**src/rtl/mem_arbiter.sv**
```systemverilog
// Two-port arbiter (instruction fetch and load/store) onto a byte-wide single-port RAM.
// Transfers are moved one byte per cycle; the MEM port has fixed priority over IF.
module mem_arbiter (
    input  logic        clk,
    input  logic        rst,
    input  logic        if_req_i,
    input  logic [31:0] if_addr_i,
    output logic        if_ack_o,
    output logic [31:0] if_data_o,
    input  logic        flush_i,
    input  logic        mem_req_i,
    input  logic        mem_we_i,
    input  logic [31:0] mem_addr_i,
    input  logic [1:0]  mem_len_i,
    input  logic [31:0] mem_wdata_i,
    output logic        mem_ack_o,
    output logic [31:0] mem_rdata_o,
    output logic [31:0] ram_addr_o,
    output logic        ram_wr_o,
    output logic [7:0]  ram_dout_o,
    input  logic [7:0]  ram_din_i,
    output logic        busy_o
);
    typedef enum logic [2:0] {IDLE, IF_RD, MEM_RD, MEM_WR, DONE} state_t;

    state_t      state;
    logic [2:0]  cnt;
    logic [2:0]  n_bytes;
    logic [31:0] addr_q;
    logic [31:0] wdata_q;
    logic [31:0] rbuf;
    logic        owner_mem;

    logic [2:0]  mem_n;
    logic [1:0]  cap_idx;
    logic [2:0]  rd_off;

    always_comb begin
        case (mem_len_i)
            2'b00:   mem_n = 3'd1;
            2'b01:   mem_n = 3'd2;
            default: mem_n = 3'd4;
        endcase
    end

    // RAM read data lags its address by one cycle, so the byte arriving at cnt lands in slot cnt-1.
    assign cap_idx = 2'(cnt - 3'd1);
    assign rd_off  = (cnt == n_bytes) ? (n_bytes - 3'd1) : cnt;

    always_ff @(posedge clk) begin
        if (rst) begin
            state     <= IDLE;
            cnt       <= 3'd0;
            n_bytes   <= 3'd0;
            addr_q    <= 32'd0;
            wdata_q   <= 32'd0;
            rbuf      <= 32'd0;
            owner_mem <= 1'b0;
        end else begin
            case (state)
                IDLE: begin
                    if (mem_req_i) begin
                        state     <= mem_we_i ? MEM_WR : MEM_RD;
                        owner_mem <= 1'b1;
                        addr_q    <= mem_addr_i;
                        wdata_q   <= mem_wdata_i;
                        n_bytes   <= mem_n;
                        cnt       <= 3'd0;
                        rbuf      <= 32'd0;
                    end else if (if_req_i && !flush_i) begin
                        state     <= IF_RD;
                        owner_mem <= 1'b0;
                        addr_q    <= if_addr_i;
                        wdata_q   <= 32'd0;
                        n_bytes   <= 3'd4;
                        cnt       <= 3'd0;
                        rbuf      <= 32'd0;
                    end
                end
                IF_RD, MEM_RD: begin
                    if (state == IF_RD && flush_i) begin
                        state <= IDLE;
                    end else begin
                        if (cnt != 3'd0) begin
                            rbuf[{cap_idx, 3'b000} +: 8] <= ram_din_i;
                        end
                        if (cnt == n_bytes) begin
                            state <= DONE;
                        end else begin
                            cnt <= cnt + 3'd1;
                        end
                    end
                end
                MEM_WR: begin
                    if (cnt + 3'd1 == n_bytes) begin
                        state <= DONE;
                    end else begin
                        cnt <= cnt + 3'd1;
                    end
                end
                DONE:    state <= IDLE;
                default: state <= IDLE;
            endcase
        end
    end

    always_comb begin
        ram_addr_o = 32'd0;
        ram_wr_o   = 1'b0;
        ram_dout_o = 8'd0;
        case (state)
            IF_RD, MEM_RD: ram_addr_o = addr_q + 32'(rd_off);
            MEM_WR: begin
                ram_wr_o   = 1'b1;
                ram_addr_o = addr_q + 32'(cnt);
                ram_dout_o = wdata_q[{cnt[1:0], 3'b000} +: 8];
            end
            default: ;
        endcase
    end

    // A flush arriving in the DONE cycle must still kill the fetch ack, so the IF ack looks at flush_i directly.
    assign busy_o      = (state != IDLE);
    assign if_ack_o    = (state == DONE) && !owner_mem && !flush_i;
    assign mem_ack_o   = (state == DONE) && owner_mem;
    assign if_data_o   = if_ack_o ? rbuf : 32'd0;
    assign mem_rdata_o = mem_ack_o ? rbuf : 32'd0;

endmodule

```
**config.mk**
```make
export PLATFORM = sky130hd
export DESIGN_NAME = mem_arbiter
export DESIGN_NICKNAME = d
export VERILOG_FILES = /design/src/rtl/mem_arbiter.sv
export SDC_FILE = /design/constraint.sdc
export NUM_CORES = 1
export LEC_CHECK = 0
export ABC_AREA = 1
export BUFFER_PORTS_ARGS = -buffer_cell sky130_fd_sc_hd__clkbuf_2
export CAP_MARGIN = 10
export CELL_PAD_IN_SITES_DETAIL_PLACEMENT = 1
export CELL_PAD_IN_SITES_GLOBAL_PLACEMENT = 2
export CORE_UTILIZATION = 25
export DETAILED_ROUTE_END_ITERATION = 8
export MAX_ROUTING_LAYER = met4
export PLACE_DENSITY = 0.79
export SYNTH_ARGS = -nofsm -noshare
export SYNTH_HDL_FRONTEND = slang
export SYNTH_SLANG_ARGS = --single-unit
```
**constraint.sdc**
```tcl
create_clock -name clk -period 3.3 [get_ports clk]
set_clock_uncertainty 0.15 [all_clocks]
set_input_delay 0.165 -clock clk [delete_from_list [all_inputs] [get_ports clk]]
set_output_delay 0.165 -clock clk [all_outputs]
set_load 0.03 [all_outputs]
```
# --- Yosys cells after proc, flatten, opt, wreduce, memory -nomap -nowiden ---
# Index checks and enable logic that the tools add are counted.
# W data, S select, Z words.
op_classes:
  muxes: 33
  shifts: 3
  add_sub_neg: 6
  reduce_logical: 19
  eq_ne: 14
op_table:
  columns: ["cell", "count"]
  rows:
  - ["$mux W32", 9]
  - ["$pmux W32 S2", 2]
  - ["$add A32 B3 Y32", 2]
  - ["$mux W3", 13]
  - ["$bwmux W32", 1]
  - ["$shift A8 B7 Y32 const A", 1]
  - ["$shiftx A32 B6 Y8", 1]
  - ["$shiftx A8 B7 Y32", 1]
  - ["$pmux W3 S3", 2]
  - ["$ne A2 B2 Y1 const B", 5]
  - ["$reduce_bool A3 Y1", 3]
  - ["$mux W8", 1]
  - ["$neg A5 Y7", 1]
  - ["$eq A3 B2 Y1 const B", 2]
  - ["$eq A3 B3 Y1", 2]
  - ["$ne A3 B3 Y1 const B", 2]
  - ["$pmux W3 S2", 1]
  - ["$logic_and A1 B1 Y1", 5]
  - ["$reduce_and A5 Y1", 1]
  - ["$mux W1", 4]
  - ["$reduce_and A4 Y1", 1]
  - ["$reduce_bool A2 Y1", 2]
  - ["$add A3 B1 Y3 const B", 1]
  - ["$eq A3 B1 Y1 const B", 1]
  - ["10 further kinds", 11]
totals:
  elab_cells: 82
  regBits: 106
  output_inout_bits: 108

# --- Logic depth before layout (Yosys ltp) ---
# Gate-level depths: netlist of the first run.
depth:
  word_depth: 7
  depth_mapped: 19
  depth_no_buf: 19

# --- Worst setup path after synthesis of the first run ---
# No wires, ideal clock.
synth_path:
  path_kind: "reg2out"
  from: "register state[0]"
  to: "output port ram_addr_o[10]"
  t_arrival_ns: 3.296
  required_time_ns: 2.985
  slack_ns: -0.311
  stages_incl_launch_ff: 17
  n_path_buf: 0
  path_cell_list: "dfxtp_1 -> nand2_1 -> nor2_1 -> clkinv_1 -> nand4_1 -> o21ai_0 -> ha_1 -> fa_1 -> nand2_1 -> nand2_1 -> nand2_1 -> nor2_1 -> nand2_1 -> inv_1 -> nand2_1 -> o21ai_0 -> a21oi_1"
synth_via:
  elab_chain_len: 3
  elab_cells_between_ends: 5
synth_rtl:
  columns: ["item", "line_no", "source"]
  rows:
  - ["start: declaration", "26", "state_t state;"]
  - ["start signal: assignment", "63", "state <= mem_we_i ? MEM_WR : MEM_RD;"]
  - ["$eq A3 B1 Y1 or $eq A3 B2 Y1 (tied branches)", "111", "case (state)"]
  - ["$reduce_or A2 Y1", "111", null]
  - ["$pmux W32 S2 *", "111", null]
  - ["end: declaration", "18", "output logic [31:0] ram_addr_o,"]
# Every way passes the cells marked *; elsewhere a longest branch is shown, timed or not.

# --- Worst setup path after layout of the first run ---
layout_path:
  from: "register cnt[0]"
  to: "output port ram_addr_o[18]"
layout_via:
  elab_chain_len: 4
  elab_cells_between_ends: 5
layout_rtl:
  columns: ["item", "line_no", "source"]
  rows:
  - ["start: declaration", "27", "logic [2:0] cnt;"]
  - ["start signal: assignment", "90", "cnt <= cnt + 3'd1;"]
  - ["start signal: assignment", "98", "cnt <= cnt + 3'd1;"]
  - ["$eq A3 B3 Y1", "48", "assign rd_off = (cnt == n_bytes) ? (n_bytes - 3'd1) : cnt;"]
  - ["$mux W3", "48", null]
  - ["$add A32 B3 Y32", "112", "IF_RD, MEM_RD: ram_addr_o = addr_q + 32'(rd_off);"]
  - ["$pmux W32 S2 *", "111", null]
# Marked as above.

==> reports/qor.yml, run 1 <==
ir_worst_vdd_v: 0.0003256
fp.dieH_um: 162.5
syn_inst: 1081
ys_warn_count: 0
final_nets: 1500
power_density_nw_per_um2: 719.2
cts_tree: "done"
firstDrtPassIters: 4
period_share_pct: 97.71
die_area_um2: 26390
path_class: "register to primary output"
cts_buffer_depth: 2
ys.flop_type: "dfxtp_1"
grt_max_degree: 66
synth_seq_area_share_pct: 32.97
worst_slew_pin_slew_ps: 1027
cts_max_level: 3
r2r_slack_ps: 700
cp.required_ps: 2980
finalHoldViolations: 0
core_um2: 25180
p_leak_nw: 4.114
slew_viol_final: 0
rr_worst_depth: 8
worstReg2RegStart: "state[0]"
grtUsageTotal_pct: 19.66
synth_nets: 1204
start_kind: "register"
start_util_pct: 25.56
post-dp-hpwl_um: 18000
via_per_inst: 4.632
grt_pass1_wl_um: 39820
antenna_found_initial: 1
setup_viol: 0
timing.hold.ws_ps: 35.78
place_congestion: 0.8520
io_pins: 220
syn_area_um2: 6436
overflow: 0
holdPathStages: 5
worst_slack_ps: 75.54
drive_gt1_share_pct: 23.08
drt-initial-drc-count: 307
ant_nets: 0
die_w_um: 162.5
multi_input_area_um2: 3801
fillers: 3373
hp-class: "primary input to register"
drt_wl_total_um: 25170
clk_latency_ps: 360
layout_commonest_cell: "nand2_1"
wire_per_inst_um: 14.69
cts_buffers: 9
yosys.cell_types.count: 33
cts_sinks: 106
final_cell_mix: "285 x nand2_1, 210 x clkbuf_2, 208 x nor2_1"
vias: 7935
r2r-end: "rbuf[9]"
grt_pass1_vias: 7956
critPathMaxFanout: 5
drc: 0
rsz0062_at_grt: "true"
arrival_ps: 2910
worstSetupEndpointType: "primary output"
hold_end: "state[0]"
finalCriticalPeriod_ps: 3224
register_area_um2: 2145
ys_ff_latch: 106
clk_pin_slew_ps: 80
portBuffers: 219
syn_to_final_growth_pct: 45.12
p_total_mw: 6.718
drv_cap: 0
avgSynthCellArea_um2: 5.954
dp_slack_ps: 205.2
num_rows: 58
min_from: "mem_we_i"
status: "finished clean"
cts_root_buf: "clkbuf_16"
slew_headroom_pct: 31.45
timing.fmax_mhz: 310.1
async_reset_ff_share_pct: 0
synth_edf_count: 0
## worst max-delay path, stage by stage, from the launching register on
cell and delay (ps):
dfxtp_4 360, inv_2 50, nand2_1 60, nand2_2 90, nand4_1 200, nand2_1 130, o21ai_1 70, ha_2 210
fa_2 400, nand2_1 70, nand2_1 60, nand2_2 120, nor2_4 70, nand2_4 110, inv_4 50, nand2_4 70
nor2_4 40, nand2_1 60, nand2_1 60, nor2_2 130, buf_6 140
## cells by family (layout without fill, tap and decap cells)
family | after synthesis | after routing | synth area share [%]
and+or+nand+nor | 605 | 605 | 38.08
AOI/OAI and AO/OA | 183 | 183 | 15.16
buffers and inverters | 165 | 466 | 10.03
DFF | 106 | 106 | 32.97
adders and majority gates | 11 | 11 | 2.255
xor gates and xnor gates | 11 | 11 | 1.497
other | 0 | 1 | 0
## power breakdown
part	leakage (nW)	total, mW	switching, mW	internal [mW]
Combinational	3.10	3.82	2.53	1.29
Clock	0.136	1.06	0.525	0.539
Sequential	0.873	1.84	0.261	1.58
Total	4.11	6.72	3.31	3.41
## flip-flops by register name, summed over array words and instances, names as in the netlist
signal	count
addr_q	32
state	3
rbuf	32
owner_mem	1
n_bytes	3
wdata_q	32
cnt	3
## repair_timing
action,in CTS,in global routing
setup buffers,0,13
hold buffers,97,0
pin swaps,1,14
setup endpoints to repair,21,24
resized for setup,14,71
hold endpoints to repair,66,0
## cell usage after synthesis, types with 5 or more instances
master,number,share of area [%]
nand2_1,297,17
nor2_1,219,13
dfxtp_1,106,33
inv_1,103,6.0
a21oi_1,76,5.9
o21ai_0,67,5.2
clkbuf_1,41,2.4
a31oi_1,34,3.3
nand4_1,33,3.2
nor3_1,25,1.9
nand3_1,19,1.5
ha_1,10,1.9
buf_2,9,0.70
xor2_1,9,1.2
buf_1,5,0.29
## through the flow
| step | util [%] | cells | TNS (ps) | area (µm²) |
|---|---|---|---|---|
| finish | 37.09 | 1713 | 0 | 9340 |
| global route | 37.09 | 1713 | -387.7 | 9340 |
| CTS | 36.14 | 1699 | 0 | 9100 |
| detailed placement | 31.05 | 1586 | 0 | 7819 |
| global placement | 31.05 | 1586 | 0 | 7819 |
| floorplan | - | 1081 | -47.93 | 6441 |
## metal layers
layer | global-route usage (%) | vias to the layer above | wire, µm
met4 | 6.389 | 0 | 548
met3 | 2.725 | 30 | 849
li1 | - | 4042 | -
met5 | - | - | 0
met1 | 24.31 | 3712 | 11650
met2 | 32.83 | 151 | 12110
## worst max path at each step
stage | end | cells after the start | start | slack [ps]
6_report | ram_addr_o[18] | 20 | cnt[0] | 80
2_1_floorplan | ram_addr_o[10] | 16 | state[0] | -50
3_3_place_gp | ram_addr_o[13] | 14 | state[0] | 300
3_5_place_dp | ram_addr_o[30] | 19 | state[0] | 210
5_1_grt | ram_addr_o[18] | 20 | cnt[0] | -70
4_1_cts | ram_addr_o[18] | 19 | cnt[0] | 10
## layout make-up
| cell class | count | area share (%) |
|---|---|---|
| repair buffers | 343 | 24.53 |
| inverters | 107 | 4.354 |
| diodes | 1 | 0.02679 |
| multi-input cells | 810 | 40.70 |
| flip-flops and latches | 106 | 22.96 |
| clock inverters | 5 | 0.4153 |
| clock buffers | 11 | 2.599 |
| well taps | 330 | 4.421 |
No activity file was read; power rests on OpenSTA's default activity.
==> run 2, diff against run 1 <==
--- a/config.mk
+++ b/config.mk
@@ -16,2 +16,3 @@
 export PLACE_DENSITY = 0.79
+export RECOVER_POWER = 25
 export SYNTH_ARGS = -nofsm -noshare
==> constraint.sdc (replaced) <==
create_clock -name clk -period 3.3 [get_ports clk]
set_clock_uncertainty 0.15 [all_clocks]
set_input_delay 0.66 -clock clk [delete_from_list [all_inputs] [get_ports clk]]
set_output_delay 0.66 -clock clk [all_outputs]
set_load 0.03 [all_outputs]
==> reports/qor.yml, run 2 (same netlist as run 1, synthesis figures left out) <==
status: "finished, violations left"  # was finished clean
violations: "setup timing"
fillers: 3311  # was 3,373
drt_wl_total_um: 26350  # was 25,170 µm
grt_pass1_vias: 7942  # was 7,956
worst_slack_ps: -328.2  # was 75.54 ps
wire_per_inst_um: 15.68  # was 14.69 µm
vias: 7804  # was 7,935
max_stage_delay_ps: 360  # was 400 ps
layout_commonest_cell: "nand2_1"  # unchanged
combPwrFrac_pct: 61.9  # was 56.8%
cp.required_ps: 2490  # was 2980 ps
top_regs: "addr_q x32, rbuf x32, wdata_q x32"  # unchanged
drc: 0  # unchanged
final_cell_mix: "255 x nand2_1, 190 x nor2_1, 189 x clkbuf_2"  # was 285 x nand2_1, 210 x clkbuf_2, 208 x nor2_1
num_rows: 58  # unchanged
path_cells: "inv_2 > nand2_2 > nand2_2 > nand4_1 > nand2_1 > o21ai_1 > ha_2 > fa_2 > nand2_2 > nand2_2 > nand2_4 > buf_6 > inv_4 > nand2_4 > buf_6 > nor2_4 > xnor2_2 > nor2_2 > clkbuf_8"  # was inv_2 > nand2_1 > nand2_2 > nand4_1 > nand2_1 > o21ai_1 > ha_2 > fa_2 > nand2_1 > nand2_1 > nand2_2 > nor2_4 > nand2_4 > inv_4 > nand2_4 > nor2_4 > nand2_1 > nand2_1 > nor2_2 > buf_6
finalCriticalPeriod_ps: 3628  # was 3224 ps
grt_pass1_wl_um: 41020  # was 39,820 µm
p_clk_share_pct: 14.2  # was 15.8%
switching_power_mw: 3.829  # was 3.313 mW
arrival_ps: 2820  # was 2910 ps
finalHoldViolations: 0  # unchanged
clk_pin_slew_ps: 80  # about the same
cts_sinks: 106  # unchanged
power_density_nw_per_um2: 803.6  # was 719.2 nW/µm²
period_share_pct: 109.9  # was 97.71%
cp_slowest_cell: "fa_2"  # unchanged
syn_to_final_growth_pct: 48.25  # was 45.12%
post-dp-hpwl_um: 18780  # was 18,000 µm
r2r_slack_ps: 150  # was 700 ps
clk_latency_ps: 360  # about the same
grt_max_degree: 66  # unchanged
hold_buffers: 0  # was 97
fp.dieH_um: 162.5  # unchanged
drt-initial-drc-count: 291  # was 307
cts_tree: "done"  # unchanged
setup_viol: 29  # was 0
antenna_found_initial: 2  # was 1
cts_max_level: 3  # unchanged
overflow: 0  # unchanged
core_um2: 25180  # unchanged
slew_headroom_pct: 2.337  # was 31.45%
portBuffers: 219  # unchanged
path_class: "register to primary output"  # unchanged
cts_root_buf: "clkbuf_16"  # unchanged
cts_buffers: 9  # unchanged
drive_gt1_share_pct: 34.42  # was 23.08%
r2r-end: "cnt[2]"  # was rbuf[9]
hp-class: "register to register"  # was primary input to register
p_leak_nw: 4.127  # was 4.114 nW
critPathMaxFanout: 4  # was 5
place_congestion: 0.8907  # was 0.8520
worstReg2RegStart: "n_bytes[2]"  # was state[0]
grtUsageTotal_pct: 20.24  # was 19.66%
ir_worst_vdd_v: 0.0003466  # was 0.0003256 V
worst_slew_pin_slew_ps: 1465  # was 1027 ps
start_util_pct: 25.56  # unchanged
crit_path_end: "ram_addr_o[16]"  # was ram_addr_o[18]
cpMostUsedCell: "nand2_2"  # was nand2_1
via_per_inst: 4.645  # was 4.632
rsz0062_at_grt: "true"  # unchanged
final_nets: 1466  # was 1,500
seqPwrFrac_pct: 23.9  # was 27.4%
rr_worst_depth: 24  # was 8
swShare_pct: 49.94  # was 49.31%
slew_viol_final: 0  # unchanged
worstSetupEndpointType: "primary output"  # unchanged
firstDrtPassIters: 4  # unchanged
p_total_mw: 7.667  # was 6.718 mW
die_area_um2: 26390  # unchanged
intPower_mw: 3.838  # was 3.405 mW
cts_buffer_depth: 2  # unchanged
start_kind: "register"  # unchanged
io_pins: 220  # unchanged
ant_nets: 0  # unchanged
timing.fmax_mhz: 275.6  # was 310.1 MHz
drv_cap: 0  # unchanged
die_w_um: 162.5  # unchanged
finish.utilization_pct: 37.89  # was 37.09%
cp-startpoint: "n_bytes[2]"  # was cnt[0]
-- run 2: worst min path at each step --
stage,startpoint,to,cells after the start
after floorplan,wdata_q[10],wdata_q[10],2
after global placement,wdata_q[29],wdata_q[29],2
after detailed placement,wdata_q[27],wdata_q[27],2
after CTS,wdata_q[27],wdata_q[27],2
after global routing,wdata_q[20],wdata_q[20],2
final,wdata_q[27],wdata_q[27],2
-- run 2: final cells by class --
| type | instances | area, µm² | share of cell area, % |
|---|---|---|---|
| Multi-Input combinational cell | 810 | 4233 | 44.36 |
| Sequential cell | 106 | 2135 | 22.37 |
| Timing Repair Buffer | 308 | 2029 | 21.27 |
| Inverter | 107 | 430.4 | 4.511 |
| Tap cell | 330 | 412.9 | 4.327 |
| Clock buffer | 9 | 225.2 | 2.360 |
| Clock inverter | 7 | 63.81 | 0.6688 |
| Timing Repair inverter | 1 | 7.507 | 0.07868 |
| Antenna cell | 2 | 5.005 | 0.05245 |
-- run 2: timing repair --
action | CTS | global route
setup endpoints to repair | 29 | 64
cloned | 0 | 1
pin swaps | 37 | 34
setup buffers | 27 | 14
resized for setup | 133 | 110
-- run 2: metal layers --
metal  up-vias  GRT usage [%]  share of wire (%)
li1       3976              -                  -
met1      3637          24.95                 46
met2       158          34.05                 49
met3        33          2.496                3.0
met4         0          6.732                2.1
met5         -              -                  0
-- run 2: per-stage QoR --
step / setup TNS (ps) / std cells / setup slack [ps] / area (µm²) / hold WS (ps)
final: -6903 / 1680 / -328.2 / 9542 / 311.9
after CTS: -6493 / 1668 / -312.6 / 9128 / 313.7
after global placement: -20.54 / 1625 / -16.21 / 8188 / 296.4
after floorplan: -35.10 / 1081 / -29.27 / 6519 / 287.8
after detailed placement: -804.4 / 1625 / -148.8 / 8188 / 301.3
after global routing: -11880 / 1680 / -517.4 / 9542 / 330.8
-- run 2: worst max-delay path, delay by kind of cell, from the launching register on --
| kind | cells | cell delay [ps] |
|---|---|---|
| AOI/OAI and AO/OA | 1 | 80 |
| xor gates and xnor gates | 1 | 130 |
| adders and majority gates | 2 | 560 |
| buffers and inverters | 5 | 490 |
| DFF | 1 | 340 |
| and+or+nand+nor | 10 | 870 |
-- run 2: power groups by stage --
stage          registers, mW  logic (mW)  clock network (mW)
2_1_floorplan           1.76        2.53                   0
3_3_place_gp            1.83        3.64                   0
3_5_place_dp            1.83        3.71                   0
4_1_cts                 1.82        4.23                1.13
5_1_grt                 1.87        5.20                1.17
6_report                1.84        4.74                1.09
==> run 3, diff against run 2 <==
SETUP_SLACK_MARGIN = 0.05   (was default)
==> reports/qor.yml, run 3 (same netlist as run 1, synthesis figures left out) <==
fillers: 3294  # was 3,311
final_area_um2: 9296  # was 9542 µm²
core_um2: 25180  # unchanged
slew_headroom_pct: 2.036  # was 2.337%
start_kind: "register"  # unchanged
cts_sinks: 106  # unchanged
setup_tns_ps: -8045  # was -6903 ps
wire_per_inst_um: 15.37  # was 15.68 µm
drive_gt1_share_pct: 30.91  # was 34.42%
die_area_um2: 26390  # unchanged
drt-initial-drc-count: 267  # was 291
grt_max_degree: 66  # unchanged
fp.dieH_um: 162.5  # unchanged
start_util_pct: 25.56  # unchanged
p_clk_share_pct: 16.5  # was 14.2%
via_per_inst: 4.641  # was 4.645
timing.fmax_mhz: 271.2  # was 275.6 MHz
p_total_mw: 7.146  # was 7.667 mW
worst_slew_pin_slew_ps: 1469  # was 1465 ps
portBuffers: 219  # unchanged
grt_pass1_vias: 7582  # was 7,942
die_w_um: 162.5  # unchanged
vias: 7736  # was 7,804
syn_to_final_growth_pct: 44.44  # was 48.25%
setup_viol: 32  # was 29
cts_buffers: 9  # unchanged
ir_worst_vdd_v: 0.0004032  # was 0.0003466 V
finalCriticalPeriod_ps: 3687  # was 3628 ps
post-dp-hpwl_um: 18610  # was 18,780 µm
ant_nets: 0  # unchanged
antenna_found_initial: 1  # was 2
final_cell_mix: "273 x nand2_1, 194 x nor2_1, 189 x clkbuf_2"  # was 255 x nand2_1, 190 x nor2_1, 189 x clkbuf_2
placed_area_um2: 8249  # was 8188 µm²
path_cells: "inv_2 > nand2_2 > nand2_2 > nand4_1 > nand2_1 > o21ai_1 > ha_2 > fa_2 > nand2_2 > nand2_2 > nand2_4 > buf_6 > inv_4 > nand2_4 > buf_6 > nor2_4 > xnor2_2 > nor2_2 > clkbuf_8"  # unchanged
cpMostUsedCell: "nand2_2"  # unchanged
switching_power_mw: 3.544  # was 3.829 mW
layout_commonest_cell: "nand2_1"  # unchanged
critPathBufInv: 5  # unchanged
worstSetupEndpointType: "primary output"  # unchanged
hold_buffers: 0  # unchanged
drc: 0  # unchanged
overflow: 0  # unchanged
max_stage_delay_ps: 400  # was 360 ps
place_congestion: 0.8693  # was 0.8907
hp-class: "register to register"  # unchanged
status: "finished, violations left"  # unchanged
cts_buffer_depth: 2  # unchanged
intPower_mw: 3.602  # was 3.838 mW
violations: "setup timing"  # unchanged
timing.hold.ws_ps: 308.9  # was 311.9 ps
finalHoldViolations: 0  # unchanged
cp.required_ps: 2490  # about the same
critPathMaxFanout: 4  # unchanged
cp_top_family: "simple AND/OR/NAND/NOR gates"  # unchanged
firstDrtPassIters: 4  # unchanged
power_density_nw_per_um2: 768.7  # was 803.6 nW/µm²
worst_slack_ps: -387.2  # was -328.2 ps
drv_cap: 0  # unchanged
combPwrFrac_pct: 57.8  # was 61.9%
grt_pass1_wl_um: 39440  # was 41,020 µm
cp_slowest_cell: "fa_2"  # unchanged
top_regs: "addr_q x32, rbuf x32, wdata_q x32"  # unchanged
r2r_slack_ps: -100  # was 150 ps
p_leak_nw: 4.053  # was 4.127 nW
period_share_pct: 111.7  # was 109.9%
drt_wl_total_um: 25610  # was 26,350 µm
grtUsageTotal_pct: 19.48  # was 20.24%
rsz0062_at_grt: "true"  # unchanged
cts_tree: "done"  # unchanged
cts_root_buf: "clkbuf_16"  # unchanged
arrival_ps: 2880  # was 2820 ps
io_pins: 220  # unchanged
swShare_pct: 49.59  # was 49.94%
num_rows: 58  # unchanged
finish.utilization_pct: 36.92  # was 37.89%
slew_viol_final: 0  # unchanged
clk_pin_slew_ps: 80  # about the same
final_nets: 1454  # was 1,466
path_class: "register to primary output"  # unchanged
clk_latency_ps: 360  # about the same
seqPwrFrac_pct: 25.6  # was 23.9%
cts_max_level: 3  # unchanged
[run 3: cell types whose count changed in the layout (fill, tap and decap cells not counted), moves of 6 or more]
cell	previous run	this run
buf_6	16	10
buf_4	81	67
nand2_1	255	273
nand2_2	27	17
nand2_4	16	9
[run 3: final timing paths]
kind                                  start             end  depth (start not counted)
worst min register to register  wdata_q[27]     wdata_q[27]                          2
worst max-delay path                 cnt[2]  ram_addr_o[16]                         19
worst min-delay path            wdata_q[27]     wdata_q[27]                          2
worst max register to register     state[0]      n_bytes[0]                         11
[run 3: power groups by stage]
stage | registers [mW] | clock network [mW] | logic, mW
floorplan | 1.76 | 0 | 2.56
global route | 1.88 | 1.26 | 4.58
global placement | 1.82 | 0 | 3.66
detailed placement | 1.83 | 0 | 3.70
finish | 1.83 | 1.18 | 4.13
CTS | 1.82 | 1.22 | 3.97
[run 3: worst min-delay path: cells and delay by family (launching register included)]
kind / cells / cell delay (ps)
and+or+nand+nor: 1 / 60
AOI/OAI and AO/OA: 1 / 50
DFF: 1 / 310
[run 3: through the flow]
stage | setup WS, ps | cells
detailed placement | -69.47 | 1629
floorplan | -16.99 | 1081
global route | -591.4 | 1667
finish | -387.2 | 1667
CTS | -348.3 | 1652
global placement | -13.34 | 1629
[run 3: what timing repair did]
| item | CTS | global route |
|---|---|---|
| endpoints found under the setup margin | 31 | 63 |
| resized for setup | 109 | 65 |
| pin swaps | 18 | 27 |
| gates cloned | 0 | 1 |
| setup buffers | 7 | 13 |
[run 3: cell type report]
class | instances | area (µm²) | share of cell area [%]
multi-input combinational | 810 | 4055 | 43.62
sequential | 106 | 2133 | 22.95
timing repair buffer | 296 | 1949 | 20.97
inverter | 107 | 422.9 | 4.549
tap | 330 | 412.9 | 4.441
clock buffer | 9 | 225.2 | 2.423
clock inverter | 7 | 87.58 | 0.9421
timing repair inverter | 1 | 7.507 | 0.08075
antenna | 1 | 2.502 | 0.02692
[run 3: routing by layer]
layer | vias to the layer above | track usage, % | share of wire (%)
met5 | - | - | 0
met4 | 0 | 6.947 | 2.5
met3 | 38 | 3.438 | 4.9
met2 | 174 | 32.28 | 48
met1 | 3576 | 23.58 | 44
li1 | 3948 | - | -
